`config.mk`:
```
export PLATFORM = sky130hd
export DESIGN_NAME = clkdiv_multi
export DESIGN_NICKNAME = d
export VERILOG_FILES = /design/src/rtl/clkdiv_pkg.sv /design/src/rtl/clkdiv_chan.sv /design/src/rtl/clkdiv_multi.sv
export SDC_FILE = /design/constraint.sdc
export NUM_CORES = 1
export LEC_CHECK = 0
export ABC_CLOCK_PERIOD_IN_PS = 3500
export BUFFER_PORTS_ARGS = -buffer_cell sky130_fd_sc_hd__buf_2
export CORE_ASPECT_RATIO = 1.2
export CORE_UTILIZATION = 52
export CTS_CLUSTER_SIZE = 10
export DETAILED_ROUTE_END_ITERATION = 10
export PLACE_DENSITY = 0.76
export REMOVE_ABC_BUFFERS = 1
export SLEW_MARGIN = 20
export SYNTH_ARGS = -nofsm -noshare
export SYNTH_HDL_FRONTEND = slang
export SYNTH_HIERARCHICAL = 1
export SYNTH_SLANG_ARGS = --single-unit
```
`constraint.sdc`:
```
create_clock -name clk_i -period 3.5 [get_ports clk_i]
set_input_delay 0.175 -clock clk_i [delete_from_list [all_inputs] [get_ports clk_i]]
set_output_delay 0.175 -clock clk_i [all_outputs]
set_load 0.01 [all_outputs]
```
`src/rtl/clkdiv_pkg.sv`:
```
// Shared widths, reset ratio and word types for the multi-channel clock-enable generator.
package clkdiv_pkg;

  localparam int CLKDIV_DIV_W       = 16;
  localparam int CLKDIV_CNT_W       = 32;
  localparam int CLKDIV_DEFAULT_DIV = 4;

  typedef logic [CLKDIV_DIV_W-1:0] div_word_t;
  typedef logic [CLKDIV_CNT_W-1:0] cnt_word_t;

endpackage

```
`src/rtl/clkdiv_chan.sv`:
```
// One channel: phase counter with shadow ratio, tick / clk_div generation and a
// saturating busy-tick counter.
module clkdiv_chan
  import clkdiv_pkg::*;
#(
  parameter int DIV_W       = CLKDIV_DIV_W,
  parameter int CNT_W       = CLKDIV_CNT_W,
  parameter int DEFAULT_DIV = CLKDIV_DEFAULT_DIV
) (
  input  logic             clk_i,
  input  logic             rst_n_i,
  input  logic             en_i,
  input  logic             load_i,
  input  logic             cnt_clr_i,
  input  logic             busy_i,
  input  logic [DIV_W-1:0] div_ratio_i,
  output logic             tick_o,
  output logic             clk_div_o,
  output logic [CNT_W-1:0] clkcount_o,
  output logic             cnt_sat_o
);

  logic [DIV_W-1:0] ph_q, ph_d;
  logic [DIV_W-1:0] rs_q, rs_d;
  logic             tick_q, tick_d;
  logic             clk_div_q, clk_div_d;
  logic [CNT_W-1:0] cnt_q, cnt_d;
  logic             sat_q, sat_d;
  logic [DIV_W-1:0] re;

  // A programmed ratio of zero behaves as divide-by-one.
  assign re = (rs_q == '0) ? DIV_W'(1) : rs_q;

  always_comb begin
    ph_d      = ph_q;
    rs_d      = rs_q;
    tick_d    = 1'b0;
    clk_div_d = clk_div_q;
    if (load_i) begin
      ph_d      = '0;
      clk_div_d = 1'b0;
      rs_d      = div_ratio_i;
    end else if (en_i) begin
      if (ph_q == re - DIV_W'(1)) begin
        ph_d      = '0;
        tick_d    = 1'b1;
        clk_div_d = ~clk_div_q;
        rs_d      = div_ratio_i;
      end else begin
        ph_d = ph_q + DIV_W'(1);
      end
    end
  end

  always_comb begin
    cnt_d = cnt_q;
    sat_d = sat_q;
    if (cnt_clr_i) begin
      cnt_d = '0;
      sat_d = 1'b0;
    end else if (tick_q && busy_i) begin
      if (&cnt_q) sat_d = 1'b1;
      else        cnt_d = cnt_q + CNT_W'(1);
    end
  end

  always_ff @(posedge clk_i or negedge rst_n_i) begin
    if (!rst_n_i) begin
      ph_q      <= '0;
      rs_q      <= DIV_W'(DEFAULT_DIV);
      tick_q    <= 1'b0;
      clk_div_q <= 1'b0;
      cnt_q     <= '0;
      sat_q     <= 1'b0;
    end else begin
      ph_q      <= ph_d;
      rs_q      <= rs_d;
      tick_q    <= tick_d;
      clk_div_q <= clk_div_d;
      cnt_q     <= cnt_d;
      sat_q     <= sat_d;
    end
  end

  assign tick_o     = tick_q;
  assign clk_div_o  = clk_div_q;
  assign clkcount_o = cnt_q;
  assign cnt_sat_o  = sat_q;

endmodule

```
`src/rtl/clkdiv_multi.sv`:
```
// Multi-channel programmable clock-enable generator; slices the packed buses
// and fans the global load / counter clear out to every channel.
module clkdiv_multi
  import clkdiv_pkg::*;
#(
  parameter int NCH         = 2,
  parameter int DIV_W       = CLKDIV_DIV_W,
  parameter int CNT_W       = CLKDIV_CNT_W,
  parameter int DEFAULT_DIV = CLKDIV_DEFAULT_DIV
) (
  input  logic                 clk_i,
  input  logic                 rst_n_i,
  input  logic [NCH-1:0]       en_i,
  input  logic [NCH*DIV_W-1:0] div_ratio_i,
  input  logic                 load_i,
  input  logic [NCH-1:0]       busy_i,
  input  logic                 cnt_clr_i,
  output logic [NCH-1:0]       tick_o,
  output logic [NCH-1:0]       clk_div_o,
  output logic [NCH*CNT_W-1:0] clkcount_o,
  output logic [NCH-1:0]       cnt_sat_o
);

  for (genvar g = 0; g < NCH; g++) begin : g_chan
    clkdiv_chan #(
      .DIV_W      (DIV_W),
      .CNT_W      (CNT_W),
      .DEFAULT_DIV(DEFAULT_DIV)
    ) u_chan (
      .clk_i      (clk_i),
      .rst_n_i    (rst_n_i),
      .en_i       (en_i[g]),
      .load_i     (load_i),
      .cnt_clr_i  (cnt_clr_i),
      .busy_i     (busy_i[g]),
      .div_ratio_i(div_ratio_i[g*DIV_W +: DIV_W]),
      .tick_o     (tick_o[g]),
      .clk_div_o  (clk_div_o[g]),
      .clkcount_o (clkcount_o[g*CNT_W +: CNT_W]),
      .cnt_sat_o  (cnt_sat_o[g])
    );
  end

endmodule

```
After elaboration in Yosys (flattened, before gate mapping)

Cells that the tools add are included.

Register bits: 134
Logic and storage cells: 82
Output and inout bits: 70
Bits of input ports: 40

Equal/unequal tests: 4
Add/sub/neg operators: 6
Muxes and demuxes: 38
Bitwise gates (word level): 2
Reduce and logical (&&, ||, !) cells: 20

Operators by type and width:

| cell                                                                 | count |
|---|---|
| 16-bit two-way mux                                                   | 14 |
| 32-bit two-way mux                                                   | 6 |
| 32-bit by 1-bit adder with 32-bit output, second input constant      | 2 |
| 32-bit AND reduction                                                 | 2 |
| 16-bit by 1-bit adder with 16-bit output, second input constant      | 2 |
| 16-bit == test                                                       | 2 |
| 16-bit zero test                                                     | 2 |
| 16-bit by 1-bit subtractor with 16-bit output, second input constant | 2 |
| 1-bit two-way mux                                                    | 18 |
| 2-bit nonzero test                                                   | 8 |
| 2-bit AND reduction                                                  | 6 |
| 2-bit inequality test, second input constant                         | 2 |
| 1-bit logical AND                                                    | 2 |
| 1-bit inverter                                                       | 2 |

Depth between registers and ports, before layout

Gate-level depths: netlist of run 1.

Depth in word-level cells: 7
Mapped depth: 15
Mapped depth without buffers: 11

By module

The synthesis of run 1 kept the hierarchy.

By module, submodules not included:

| module      | times used | area each (um^2) | cells each | seq. area each (um^2) |
|---|---|---|---|---|
| clkdiv_chan | 2          | 3848.7           | 385        | 1677.9 |

Worst setup path after synthesis of run 1

OpenSTA, ideal clock, no wires.

Path kind: flip-flop to flip-flop
From: register g_chan[0].u_chan.rs_q[2]
To: register g_chan[0].u_chan.rs_q[0]
Data arrival time: 3.665 ns
Slack: -0.291 ns
Required time: 3.375 ns
Setup time: 0.125 ns
Buffers on the path: 3
Clock period less this slack: 3.791 ns
Cell stages (with the launch flop): 15
Path through: dfstp_2 or4_1 clkbuf_1 nor3_2 a31oi_1 ha_1 or3b_2 clkbuf_1 or4_1 a211oi_2 o22ai_2 nor4_4 a31o_4 buf_12 mux2_4

Word-level cells in the longest chain between the ends: 6

Ends and longest elaborated chain:

| element                                         | line              | source |
|---|---|---|
| start, declared                                 | clkdiv_chan.sv:24 | `logic [DIV_W-1:0] rs_q, rs_d;` |
| start signal, assigned                          | clkdiv_chan.sv:70 | `rs_q <= DIV_W'(DEFAULT_DIV);` |
| start signal, assigned                          | clkdiv_chan.sv:77 | `rs_q <= rs_d;` |
| 16-bit zero test                                | clkdiv_chan.sv:32 | `assign re = (rs_q == '0) ? DIV_W'(1) : rs_q;` |
| 16-bit two-way mux *                            | clkdiv_chan.sv:32 |  |
| 16-bit by 1-bit subtractor with 16-bit output * | clkdiv_chan.sv:44 | `if (ph_q == re - DIV_W'(1)) begin` |
| 16-bit == test *                                | clkdiv_chan.sv:44 |  |
| 2-bit nonzero test (no source line) *           | -                 |  |
| 2-bit AND reduction (no source line) *          | -                 |  |

Every way passes the cells marked *; elsewhere a longest branch is shown, timed or not.
A chain may end at the register's enable or synchronous reset.

Worst setup path after layout of run 1

From: register g_chan[0].u_chan.rs_q[1]
To: register g_chan[0].u_chan.rs_q[4]

Same word-level chain as after synthesis.

==> summary.md, run 1 <==
| Metric | Value |
|---|---|
| Status | finished with violations |
| Failing checks | negative setup slack |
| Number of antenna violations at the first check in global routing | 0 |
| Leakage Power | 4.61 nW |
| Critical register-to-register path startpoint | g_chan[0].u_chan/rs_q[1]$_DFFE_PN0P_ |
| Launch instance of the worst min-delay path | en_i[1] |
| Synth warnings | 6 |
| Via count of the first global-routing pass | 6271 |
| CTS Root Buffer Type | sky130_fd_sc_hd__clkbuf_16 |
| Share of the core filled with cells in the final layout | 69.1% |
| Max-cap viol count | 0 |
| Die footprint | 0.0153 mm2 |
| Max clock buf depth | 2 |
| Critical Path Sink Type | flop |
| Final Critical Period | 3510 ps |
| Count of unique library cells instantiated by Yosys | 59 |
| Leading post-synthesis cells by cell area | sky130_fd_sc_hd__dfrtp_1 (43%), sky130_fd_sc_hd__xor2_1 (6.6%), sky130_fd_sc_hd__xnor2_1 (5.9%) |
| Largest fanout of any net on the critical path | 8 |
| Max frequency | 285 MHz |
| Area growth from synthesis to final layout | 29.4% |
| Number of sinks on the clock net | 134 |
| Post-synth EDFFs | 0 |
| Share of post-route cells with drive strength above 1 | 29.1% |
| R2R setup slack | -7 ps |
| Post-synth top area share | 42.9% |
| Worst IR Drop VDD | 341 uV |
| Leading post-synthesis cells by instance count | sky130_fd_sc_hd__dfrtp_1 (132), sky130_fd_sc_hd__nor2_1 (120), sky130_fd_sc_hd__xor2_1 (58) |
| RSZ-0062 raised after global routing | yes |
| Number of instances in the synthesized netlist | 770 |
| Final hold violation count | 0 |
| Cell type contributing the most total cell area after synthesis | sky130_fd_sc_hd__dfrtp_1 |
| Fillers | 1044 |
| H-tree levels | 4 |
| Worst slew pin tran | 896 ps |
| Reg clk slew, reported paths | 60 ps |
| I/O pins | 110 |
| Final-layout worst hold slack | 102 ps |
| Overall routed net length | 18600 um |
| Total congestion overflow after global routing | 0 |
| Net count reported at finish | 1023 |
| Overall routing resource usage | 24.4% |
| Setup-failing EPs final | 4 |
| Share of the clock period used by the worst path after layout | 100% |
| Largest net degree at the start of global routing | 115 |
| Post-synthesis register bit count | 134 |
| Num CTS Buffers | 17 |
| Final sum of negative setup slack | -27.3 ps |
| Type of the setup path with the least slack | flop to flop |
| First drt pass iteration count | 5 |
| Critical path required time | 3800 ps |
| Detailed-route vias per instance | 5.71 |
| Slowest-stage cell, CP | sky130_fd_sc_hd__or4_4 |
| Total number of placement rows | 48 |
| Clock latency reported for the late side of the worst-skew pair | 420 ps |
| Area taken by flip-flops and latches | 0.00336 mm2 |
| Number of antenna repair diodes | 0 |
| Normalized max-slew margin | 40.3% |
| Post-Route Skew | 6.17 ps |
| Sort of element at the start of the critical path | flop |
| Initial standard-cell utilization of the core | 53.4% |
| Hold Crit Depth | 3 |
| Arrival time reported for the critical path endpoint | 3810 ps |
| Global-route wire length before repair | 29700 um |
| Sequence of cells on the critical path | or4_4 > nor3_4 > a31oi_1 > ha_2 > or3b_4 > o21ai_0 > o32ai_2 > o22ai_2 > nor4_4 > a31o_4 > clkbuf_16 > mux2_4 |
| Number of DRC markers after the initial detailed-route iteration | 469 |
| Gp weighted congestion | 0.927 |
| DP Worst Slack | -77.4 ps |
| Netlist Area Pre-Place | 0.00770 mm2 |
| Worst R2R Path Depth | 12 |
| Combined area of the multi-input logic cells | 0.00417 mm2 |
| Die boundary width | 113 um |
| Most frequently used flop master after synthesis | sky130_fd_sc_hd__dfrtp_1 |
| Most used standard cell by instance count after synthesis | sky130_fd_sc_hd__dfrtp_1 |
| Endpoint of the worst hold-timing path | g_chan[1].u_chan/tick_o$_DFF_PN0_ |
| Number of routed nets with antenna violations | 0 |
| Average size of a mapped cell | 10.0 um2 |
| Min setup slack post-route | -7.39 ps |
| Total power | 4.09 mW |
| Buffers added on ports | 109 |
| FF-to-FF End | g_chan[0].u_chan/rs_q[4]$_DFFE_PN0P_ |
| Core outline area | 0.0144 mm2 |
| HPWL after DPL | 12100 um |
| Routed wire length per instance | 16.0 um |
| FFs w/ async S/R, synth | 100% |
| Highest cell delay on the worst timing path | 540 ps |
| Total via count after detailed routing | 6641 |
| PwrDens | 410 mW/mm2 |
| Max-slew violation total from the final report | 0 |
| Portion of the post-synthesis area used by sequential elements | 43.6% |
| CTS tree | yes |
| Die Span Y | 135 um |
| Number of remaining DRC errors | 0 |
| Class of the worst hold path | primary input to flop |
power by group:
group	switching (mW)	leakage, nW	internal (mW)
Clock	0.668	0.308	1.27
Combinational	0.257	2.51	0.260
Sequential	0.0333	1.79	1.59
worst max path at each step:
stage / from / cells after the start / endpoint
2_1_floorplan: g_chan[0].u_chan/rs_q[2]$_DFFE_PN1P_ / 11 / g_chan[0].u_chan/rs_q[15]$_DFFE_PN0P_
3_3_place_gp: g_chan[0].u_chan/rs_q[2]$_DFFE_PN1P_ / 12 / g_chan[0].u_chan/rs_q[6]$_DFFE_PN0P_
3_5_place_dp: g_chan[0].u_chan/rs_q[2]$_DFFE_PN1P_ / 12 / g_chan[0].u_chan/rs_q[14]$_DFFE_PN0P_
4_1_cts: g_chan[0].u_chan/rs_q[2]$_DFFE_PN1P_ / 12 / g_chan[0].u_chan/rs_q[14]$_DFFE_PN0P_
5_1_grt: g_chan[0].u_chan/rs_q[1]$_DFFE_PN0P_ / 12 / g_chan[0].u_chan/rs_q[4]$_DFFE_PN0P_
6_report: g_chan[0].u_chan/rs_q[1]$_DFFE_PN0P_ / 12 / g_chan[0].u_chan/rs_q[4]$_DFFE_PN0P_
placed cells by master, fill, tap and decap left out, types with 30 or more instances in the layout:
master	synthesis	layout
sky130_fd_sc_hd__xnor2_1	52	51
sky130_fd_sc_hd__buf_4	0	65
sky130_fd_sc_hd__nand3_1	42	41
sky130_fd_sc_hd__xor2_1	58	58
sky130_fd_sc_hd__nor2_1	120	120
sky130_fd_sc_hd__dlygate4sd3_1	0	33
sky130_fd_sc_hd__mux2_4	30	30
sky130_fd_sc_hd__buf_2	2	108
sky130_fd_sc_hd__nand2_1	56	56
sky130_fd_sc_hd__dfrtp_1	132	132
state kept, by name, summed over array words and instances, names as in the netlist:
name,count
g_chan.u_chan/cnt_sat_o,2
g_chan.u_chan/clk_div_o,2
g_chan.u_chan/clkcount_o,64
g_chan.u_chan/ph_q,32
g_chan.u_chan/tick_o,2
g_chan.u_chan/rs_q,32
metal layers:
metal | global-route usage, % | routed length (um) | vias to the layer above
met1 | 30.5 | 7980 | 3277
met4 | 8.99 | 374 | 0
li1 | - | - | 3155
met3 | 5.50 | 720 | 35
met5 | 0 | 0 | -
met2 | 41.4 | 9500 | 174
stage by stage:
step,cells,area [um2]
floorplan,744,7500
global placement,1089,8760
detailed placement,1089,8760
CTS,1155,9760
global route,1164,9960
finish,1164,9960
cells by family (layout without fill, tap and decap cells):
kind of cell,after synthesis,after routing,share of synthesized area [%]
buffers and inverters,44,263,3.41
xor gates and xnor gates,110,110,12.5
muxes,40,40,7.22
DFF,134,134,43.6
adders and majority gates,6,6,0.975
AOI/OAI and AO/OA,84,84,8.84
and+or+nand+nor,352,352,23.4
critical path, delay by kind of cell, from the launching register on:
kind                     cells  cell delay, ps
AO/OA/AOI/OAI                5             960
AND/OR/NAND/NOR              4            1370
flip-flops                   1             380
multiplexers                 1             290
buffers and inverters        1             180
adder cells (fa/ha/maj)      1             210
what timing repair did:
action                                  4_1_cts  5_1_grt
endpoints found under the setup margin       50       58
hold buffers                                 33        0
pin swaps                                     5       19
endpoints found under the hold margin       143        0
buffers inserted                              2        7
cloned                                        0        2
gates resized for setup                       4       21
layout make-up:
type | instances | share of cell area (%)
clock buffers | 18 | 4.41
clock inverters | 13 | 2.06
inverters | 18 | 0.679
multi-input cells | 592 | 41.9
flip-flops and latches | 134 | 33.7
well taps | 175 | 2.20
repair buffers | 214 | 15.0
Power figures use the tool's default switching activity.
==> inputs of run 2 (changes only) <==
--- a/config.mk
+++ b/config.mk
@@ -13,6 +13,7 @@
 export DETAILED_ROUTE_END_ITERATION = 10
 export PLACE_DENSITY = 0.76
 export REMOVE_ABC_BUFFERS = 1
+export SETUP_SLACK_MARGIN = 0.15
 export SLEW_MARGIN = 20
 export SYNTH_ARGS = -nofsm -noshare
 export SYNTH_HDL_FRONTEND = slang
==> run 2 against run 1 <==
The run still ends with negative setup slack left. Largest power group unchanged. Wire length is 9.9% higher. Critical path depth increased by 9. Sequential cell count unchanged. Critical path type unchanged.
==> summary.md, run 2 (synthesis results as in run 1) <==
| Metric | Value |
|---|---|
| DP Worst Slack | -77.4 ps (unchanged) |
| Number of remaining DRC errors | 0 (unchanged) |
| Share of post-route cells with drive strength above 1 | 32.8% (+3.7 points) |
| I/O pins | 110 (unchanged) |
| Critical Path Sink Type | flop |
| Final hold violation count | 0 (unchanged) |
| Net load switching power | 1.01 mW (+5.6%) |
| CTS Root Buffer Type | sky130_fd_sc_hd__clkbuf_16 |
| Final instance area | 0.0104 mm2 (+4.2%) |
| Routed wire length per instance | 17.2 um (+7.5%) |
| Reg clk slew, reported paths | 60 ps (about the same) |
| PwrDens | 405 mW/mm2 (-1.4%) |
| Total number of placement rows | 48 (unchanged) |
| HPWL after DPL | 12100 um (unchanged) |
| Class of the worst hold path | primary input to flop |
| Leading cell type in the layout, fill and taps excluded | sky130_fd_sc_hd__dfrtp_1 |
| Number of non-filler instances in the completed layout | 1190 (+2.2%) |
| Internal Power | 3.19 mW (+1.9%) |
| Number of routed nets with antenna violations | 0 (unchanged) |
| Gate power share | 14.6% (+1.9 points) |
| Global-route wire length before repair | 31900 um (+7.6%) |
| CTS tree | yes |
| Initial standard-cell utilization of the core | 53.4% (unchanged) |
| Post-Route Skew | 8.36 ps (+2.19 ps) |
| Fillers | 979 (-6.2%) |
| Sequential fraction of design power | 38.8% (-1.0 points) |
| Failing checks | negative setup slack |
| Overall routed net length | 20400 um (+9.9%) |
| Worst IR Drop VDD | 280 uV (-18%) |
| Overall routing resource usage | 26.4% (+2.0 points) |
| Arrival time reported for the critical path endpoint | 3980 ps (+170 ps) |
| Total power | 4.20 mW (+2.8%) |
| Max clock buf depth | 2 (unchanged) |
| Clock latency reported for the late side of the worst-skew pair | 420 ps (about the same) |
| Status | finished with violations |
| Net count reported at finish | 1049 (+2.5%) |
| Total congestion overflow after global routing | 0 (unchanged) |
| Final Critical Period | 3640 ps (+131 ps) |
| Clock group share of total power | 46.6% (-0.9 points) |
| Number of sinks on the clock net | 134 (unchanged) |
| Die Span Y | 135 um (unchanged) |
| Normalized max-slew margin | 40.5% (+0.20 points) |
| Flip-flop count of the largest register, all copies and words added | 64 (unchanged) |
| H-tree levels | 4 (unchanged) |
| Cell count after placement | 1089 (unchanged) |
| Max frequency | 275 MHz (-3.6%) |
| First drt pass iteration count | 5 (unchanged) |
| Type of the setup path with the least slack | flop to flop |
| Max-slew violation total from the final report | 0 (unchanged) |
| Die boundary width | 113 um (unchanged) |
| Area growth from synthesis to final layout | 34.8% |
| Core outline area | 0.0144 mm2 (unchanged) |
| Sort of element at the start of the critical path | flop |
| Share of the clock period used by the worst path after layout | 104% (+3.7 points) |
| Proportion of total power due to net switching | 24.1% (+0.66 points) |
| Die footprint | 0.0153 mm2 (unchanged) |
| Buffers added on ports | 109 (unchanged) |
| Min setup slack post-route | -139 ps (-131 ps) |
| Worst slew pin tran | 893 ps (-3.03 ps) |
| Gp weighted congestion | 0.927 (unchanged) |
| Number of antenna violations at the first check in global routing | 0 (unchanged) |
| Top library cells by usage in the layout, fill and taps aside | sky130_fd_sc_hd__dfrtp_1 (132), sky130_fd_sc_hd__nor2_1 (108), sky130_fd_sc_hd__buf_2 (108) |
| Setup-failing EPs final | 29 (+25) |
| Max-cap viol count | 0 (unchanged) |
| Number of DRC markers after the initial detailed-route iteration | 573 (+22%) |
| Number of antenna repair diodes | 0 (unchanged) |
| RSZ-0062 raised after global routing | yes |
| Detailed-route vias per instance | 5.80 (+1.7%) |
| Leakage Power | 4.79 nW (+3.8%) |
| Largest net degree at the start of global routing | 115 (unchanged) |
| Num CTS Buffers | 17 (unchanged) |
| Critical path required time | 3840 ps (+40 ps) |
| Total via count after detailed routing | 6905 (+4.0%) |
| Share of the core filled with cells in the final layout | 72.0% (+2.9 points) |
| Largest fanout of any net on the critical path | 2 (-6) |
| Area after detailed placement | 0.00876 mm2 (unchanged) |
| Via count of the first global-routing pass | 6618 (+5.5%) |
[run 2: changes by cell type in the layout (fill, tap and decap cells not counted), sizes merged]
cell,change
buf,+28
clkbuf,-2
[run 2: worst max-delay path, stage by stage, from the launching register on]
cell and delay, ps:
sky130_fd_sc_hd__dfrtp_1 380, sky130_fd_sc_hd__or4_4 580, sky130_fd_sc_hd__nor3_4 220, sky130_fd_sc_hd__a31oi_2 120, sky130_fd_sc_hd__ha_2 210, sky130_fd_sc_hd__buf_6 110
sky130_fd_sc_hd__buf_6 100, sky130_fd_sc_hd__xnor2_2 120, sky130_fd_sc_hd__xnor2_1 140, sky130_fd_sc_hd__a211oi_2 220, sky130_fd_sc_hd__buf_4 160, sky130_fd_sc_hd__buf_6 80
sky130_fd_sc_hd__buf_6 80, sky130_fd_sc_hd__buf_6 80, sky130_fd_sc_hd__buf_6 80, sky130_fd_sc_hd__buf_6 80, sky130_fd_sc_hd__buf_6 80, sky130_fd_sc_hd__buf_6 80
sky130_fd_sc_hd__nand3_2 70, sky130_fd_sc_hd__nor4_2 300, sky130_fd_sc_hd__nand3_1 110, sky130_fd_sc_hd__nor2_1 140
[run 2: area by class of cell]
type	count	area, um2	share of cell area [%]
clock buffer	18	439	4.23
inverter	18	67.6	0.651
timing repair buffer	240	1810	17.4
multi-input combinational	592	4280	41.3
sequential	134	3360	32.3
tap	175	219	2.11
clock inverter	13	205	1.98
[run 2: through the flow]
step / hold slack, ps / setup TNS [ps]
2_1_floorplan: -121 / -6700
3_3_place_gp: 397 / -8.20
3_5_place_dp: 400 / -1420
4_1_cts: 77.8 / 0
5_1_grt: 125 / -6900
6_report: 131 / -2300
[run 2: path summary, 6_finish.rpt]
path | from | endpoint | slack [ps] | cells after the start
setup / recovery | g_chan[0].u_chan/rs_q[6]$_DFFE_PN0P_ | g_chan[0].u_chan/tick_o$_DFF_PN0_ | -140 | 21
hold / removal | en_i[0] | g_chan[0].u_chan/tick_o$_DFF_PN0_ | 130 | 3
setup reg to reg | g_chan[0].u_chan/rs_q[6]$_DFFE_PN0P_ | g_chan[0].u_chan/tick_o$_DFF_PN0_ | -140 | 21
hold reg to reg | g_chan[0].u_chan/cnt_sat_o$_DFFE_PN0P_ | g_chan[0].u_chan/cnt_sat_o$_DFFE_PN0P_ | 500 | 2
max in group asynchronous | rst_n_i | g_chan[0].u_chan/ph_q[11]$_DFFE_PN0P_ | 2210 | 3
min in group asynchronous | rst_n_i | g_chan[1].u_chan/clkcount_o[21]$_DFFE_PN0P_ | 450 | 2
[run 2: power by group through the flow]
stage	sequential (mW)	combinational [mW]	clock [mW]
after floorplan	1.67	0.216	0
after global placement	1.65	0.435	0
after detailed placement	1.65	0.441	0
after CTS	1.62	0.545	1.98
after global routing	1.63	0.657	2.05
final	1.63	0.613	1.96
[run 2: timing repair]
| item | 4_1_cts | 5_1_grt |
|---|---|---|
| cloned | 2 | 0 |
| buffers inserted | 29 | 6 |
| hold buffers | 33 | 0 |
| gates resized for setup | 26 | 51 |
| hold endpoints to repair | 143 | 0 |
| setup endpoints to repair | 66 | 68 |
| pin swaps | 15 | 33 |
[run 2: metal layers]
metal / up-vias / global-route usage, % / share of wire (%)
met5: - / 0 / 0
met1: 3428 / 32.4 / 42
met4: 0 / 12.0 / 3.1
li1: 3207 / - / -
met3: 61 / 5.23 / 3.9
met2: 209 / 44.9 / 51
==> inputs of run 3 (changes only) <==
--- a/config.mk
+++ b/config.mk
@@ -5,15 +5,15 @@
 export SDC_FILE = /design/constraint.sdc
 export NUM_CORES = 1
 export LEC_CHECK = 0
-export ABC_CLOCK_PERIOD_IN_PS = 3500
+export ABC_CLOCK_PERIOD_IN_PS = 3700
 export BUFFER_PORTS_ARGS = -buffer_cell sky130_fd_sc_hd__buf_2
 export CORE_ASPECT_RATIO = 1.2
-export CORE_UTILIZATION = 52
+export CORE_UTILIZATION = 58
 export CTS_CLUSTER_SIZE = 10
 export DETAILED_ROUTE_END_ITERATION = 10
-export PLACE_DENSITY = 0.76
+export PLACE_DENSITY = 0.81
 export REMOVE_ABC_BUFFERS = 1
-export SETUP_SLACK_MARGIN = 0.15
+export SETUP_SLACK_MARGIN = 0.2
 export SLEW_MARGIN = 20
 export SYNTH_ARGS = -nofsm -noshare
 export SYNTH_HDL_FRONTEND = slang
==> constraint.sdc (replaced) <==
create_clock -name clk_i -period 3.7 [get_ports clk_i]
set_input_delay 0.185 -clock clk_i [delete_from_list [all_inputs] [get_ports clk_i]]
set_output_delay 0.185 -clock clk_i [all_outputs]
set_load 0.01 [all_outputs]
==> run 3 against run 2 <==
The flow now finishes without violations. Core utilization increased by 5.4 points. Register-to-register slack improved by 240 ps. Count of clock-buffer cells in the layout increased by 3. Global-route usage increased by 2.9 points. Final cell count decreased by 3.8%. Sequential share of layout area increased by 1.6 points. Highest routed layer unchanged.
==> summary.md, run 3 (synthesis results as in run 1) <==
| Metric | Value |
|---|---|
| Status | finished clean |
| Slowest-stage cell, CP | sky130_fd_sc_hd__or4_4 |
| Sequence of cells on the critical path | or4_4 > nor3_4 > a31oi_1 > ha_2 > or3b_4 > buf_4 > o21ai_0 > o32ai_2 > o22ai_2 > nor4_4 > a31o_4 > clkbuf_16 > mux2_4 |
| Arrival time reported for the critical path endpoint | 3910 ps (-70 ps) |
| Via count of the first global-routing pass | 6447 (-2.6%) |
| Area after detailed placement | 0.00861 mm2 (-1.6%) |
| Layer with the highest usage after global routing | met2 |
| Critical path required time | 4010 ps (+170 ps) |
| CTS Root Buffer Type | sky130_fd_sc_hd__clkbuf_16 |
| Sort of element at the start of the critical path | flop |
| Post-Route Skew | 7.79 ps (-0.570 ps) |
| Total number of placement rows | 45 (-6.3%) |
| Num CTS Buffers | 17 (unchanged) |
| Number of antenna violations at the first check in global routing | 0 (unchanged) |
| Number of antenna repair diodes | 0 (unchanged) |
| Cell count after placement | 1061 (-2.6%) |
| Worst setup path startpoint | g_chan[1].u_chan/rs_q[5]$_DFFE_PN0P_ |
| Critical Path Sink Type | flop |
| Largest fanout of any net on the critical path | 7 (+5) |
| PwrDens | 382 mW/mm2 (-5.7%) |
| Setup-failing EPs final | 0 (-100%) |
| Total congestion overflow after global routing | 0 (unchanged) |
| Class of the worst hold path | primary input to flop |
| Final Critical Period | 3600 ps (-38.7 ps) |
| Core outline area | 0.0128 mm2 (-11%) |
| Max-slew violation total from the final report | 0 (unchanged) |
| Gp weighted congestion | 0.890 (-4.1%) |
| Number of routed nets with antenna violations | 0 (unchanged) |
| Final hold violation count | 0 (unchanged) |
| Fillers | 826 (-16%) |
| Max-cap viol count | 0 (unchanged) |
| Launch instance of the worst min-delay path | div_ratio_i[2] |
| Top library cells by usage in the layout, fill and taps aside | sky130_fd_sc_hd__dfrtp_1 (132), sky130_fd_sc_hd__nor2_1 (120), sky130_fd_sc_hd__buf_2 (108) |
| Normalized max-slew margin | 51.3% (+11 points) |
| Leading cell type in the layout, fill and taps excluded | sky130_fd_sc_hd__dfrtp_1 |
| CTS tree | yes |
| Total power | 3.77 mW (-10%) |
| Met2 Use GR | 50.2% (+5.3 points) |
| Die Span Y | 128 um (-5.2%) |
| Critical path buffer and inverter count | 2 (-8) |
| Global-route track usage on met3 | 5.44% (+0.20 points) |
| Global-route wire length before repair | 31400 um (-1.5%) |
| Number of non-filler instances in the completed layout | 1145 (-3.8%) |
| Buffers added on ports | 109 (unchanged) |
| HPWL after DPL | 12100 um (-0.17%) |
| First drt pass iteration count | 7 (+2) |
| Share of post-route cells with drive strength above 1 | 28.7% (-4.1 points) |
| Number of sinks on the clock net | 134 (unchanged) |
| CP top delay family | simple AND/OR/NAND/NOR gates |
| Routed wire length per instance | 17.6 um (+2.7%) |
| Type of the setup path with the least slack | flop to flop |
| Number of DRC markers after the initial detailed-route iteration | 579 (+1.0%) |
| H-tree levels | 4 (unchanged) |
| Flip-flop count of the largest register, all copies and words added | 64 (unchanged) |
| Leakage Power | 4.57 nW (-4.6%) |
| Total via count after detailed routing | 6754 (-2.2%) |
| Clock latency reported for the late side of the worst-skew pair | 420 ps (about the same) |
| Max frequency | 278 MHz (+1.1%) |
| Detailed-route vias per instance | 5.90 (+1.7%) |
| M1 GR Usage | 35.6% (+3.2 points) |
| Highest cell delay on the worst timing path | 570 ps (about the same) |
| Die boundary width | 107 um (-5.2%) |
| Die footprint | 0.0137 mm2 (-10%) |
| Final instance area | 0.00989 mm2 (-4.7%) |
| Number of remaining DRC errors | 0 (unchanged) |
| Net count reported at finish | 1014 (-3.3%) |
| Max clock buf depth | 2 (unchanged) |
| Worst IR Drop VDD | 288 uV (+3.0%) |
| Critical register-to-register path startpoint | g_chan[1].u_chan/rs_q[5]$_DFFE_PN0P_ |
| I/O pins | 110 (unchanged) |
| Overall routed net length | 20200 um (-1.2%) |
| Initial standard-cell utilization of the core | 60.2% (+6.8 points) |
| Overall routing resource usage | 29.3% (+2.9 points) |
| Worst slew pin tran | 728 ps (-165 ps) |
| Area growth from synthesis to final layout | 28.4% |
| RSZ-0062 raised after global routing | yes |
| Share of the clock period used by the worst path after layout | 97.3% (-6.7 points) |
| Reg clk slew, reported paths | 60 ps (about the same) |
| Largest net degree at the start of global routing | 72 (-37%) |
## run 3: cell count changes in the layout (fill, tap and decap cells not counted), moves of 2 or more
cell | previous run | this run
sky130_fd_sc_hd__nor4_1 | 11 | 14
sky130_fd_sc_hd__clkbuf_1 | 0 | 2
sky130_fd_sc_hd__a211oi_4 | 0 | 2
sky130_fd_sc_hd__nor2_1 | 108 | 120
sky130_fd_sc_hd__bufinv_16 | 5 | 3
sky130_fd_sc_hd__buf_4 | 70 | 57
sky130_fd_sc_hd__buf_12 | 4 | 2
sky130_fd_sc_hd__a211oi_2 | 4 | 2
sky130_fd_sc_hd__clkinv_4 | 2 | 4
sky130_fd_sc_hd__clkbuf_16 | 17 | 19
sky130_fd_sc_hd__buf_6 | 18 | 3
sky130_fd_sc_hd__nor2_2 | 11 | 0
sky130_fd_sc_hd__nor4_2 | 5 | 2
sky130_fd_sc_hd__buf_8 | 4 | 0
## run 3: final timing paths
kind / slack, ps / to / depth (start not counted)
max: 100 / g_chan[1].u_chan/rs_q[0]$_DFFE_PN0P_ / 13
min: 20 / g_chan[0].u_chan/rs_q[2]$_DFFE_PN1P_ / 2
max reg2reg: 100 / g_chan[1].u_chan/rs_q[0]$_DFFE_PN0P_ / 13
min reg2reg: 500 / g_chan[1].u_chan/cnt_sat_o$_DFFE_PN0P_ / 2
max in group asynchronous: 2440 / g_chan[0].u_chan/ph_q[14]$_DFFE_PN0P_ / 3
min in group asynchronous: 330 / g_chan[1].u_chan/clkcount_o[21]$_DFFE_PN0P_ / 2
## run 3: cell type report
type	instances	area [um2]	share of cell area, %
timing repair buffer	205	1440	14.6
inverter	18	67.6	0.683
multi-input combinational	592	4210	42.6
tap	164	205	2.08
sequential	134	3360	33.9
clock inverter	11	150	1.52
clock buffer	21	460	4.66
## run 3: repair_timing
action	CTS	global route
setup endpoints to repair	34	61
pin swaps	6	21
gates resized for setup	9	22
gates cloned	1	2
buffers inserted	6	11
endpoints found under the hold margin	99	0
hold buffers	32	0
## run 3: metrics by stage
| step | setup TNS (ps) | utilization [%] | hold WS, ps | setup WS (ps) |
|---|---|---|---|---|
| 3_3_place_gp | 0 | 67.4 | 235 | 90.9 |
| 5_1_grt | 0 | 77.3 | 2.35 | 5.61 |
| 4_1_cts | 0 | 75.6 | 0.720 | 206 |
| 2_1_floorplan | -367 | - | -111 | -53.0 |
| 6_report | 0 | 77.3 | 16.7 | 100 |
| 3_5_place_dp | 0 | 67.4 | 240 | 32.1 |
## run 3: where the power goes
group | switching [mW] | internal, mW
registers | 0.0424 | 1.51
logic | 0.250 | 0.237
clock network | 0.639 | 1.10
total | 0.932 | 2.84
## run 3: worst reg2reg max path, stage by stage, from the launching register on
cell	delay, ps
sky130_fd_sc_hd__dfrtp_1	380
sky130_fd_sc_hd__or4_4	570
sky130_fd_sc_hd__nor3_4	200
sky130_fd_sc_hd__a31oi_1	120
sky130_fd_sc_hd__ha_2	210
sky130_fd_sc_hd__or3b_4	270
sky130_fd_sc_hd__buf_4	130
sky130_fd_sc_hd__o21ai_0	100
sky130_fd_sc_hd__o32ai_2	320
sky130_fd_sc_hd__o22ai_2	190
sky130_fd_sc_hd__nor4_4	230
sky130_fd_sc_hd__a31o_4	290
sky130_fd_sc_hd__clkbuf_16	170
sky130_fd_sc_hd__mux2_4	290
## run 3: per-layer routing
metal | part of all wire, % | wire, um | up-vias
li1 | - | - | 3146
met5 | 0 | 0 | -
met3 | 4.9 | 991 | 56
met2 | 51 | 10300 | 243
met4 | 3.1 | 616 | 0
met1 | 41 | 8250 | 3309
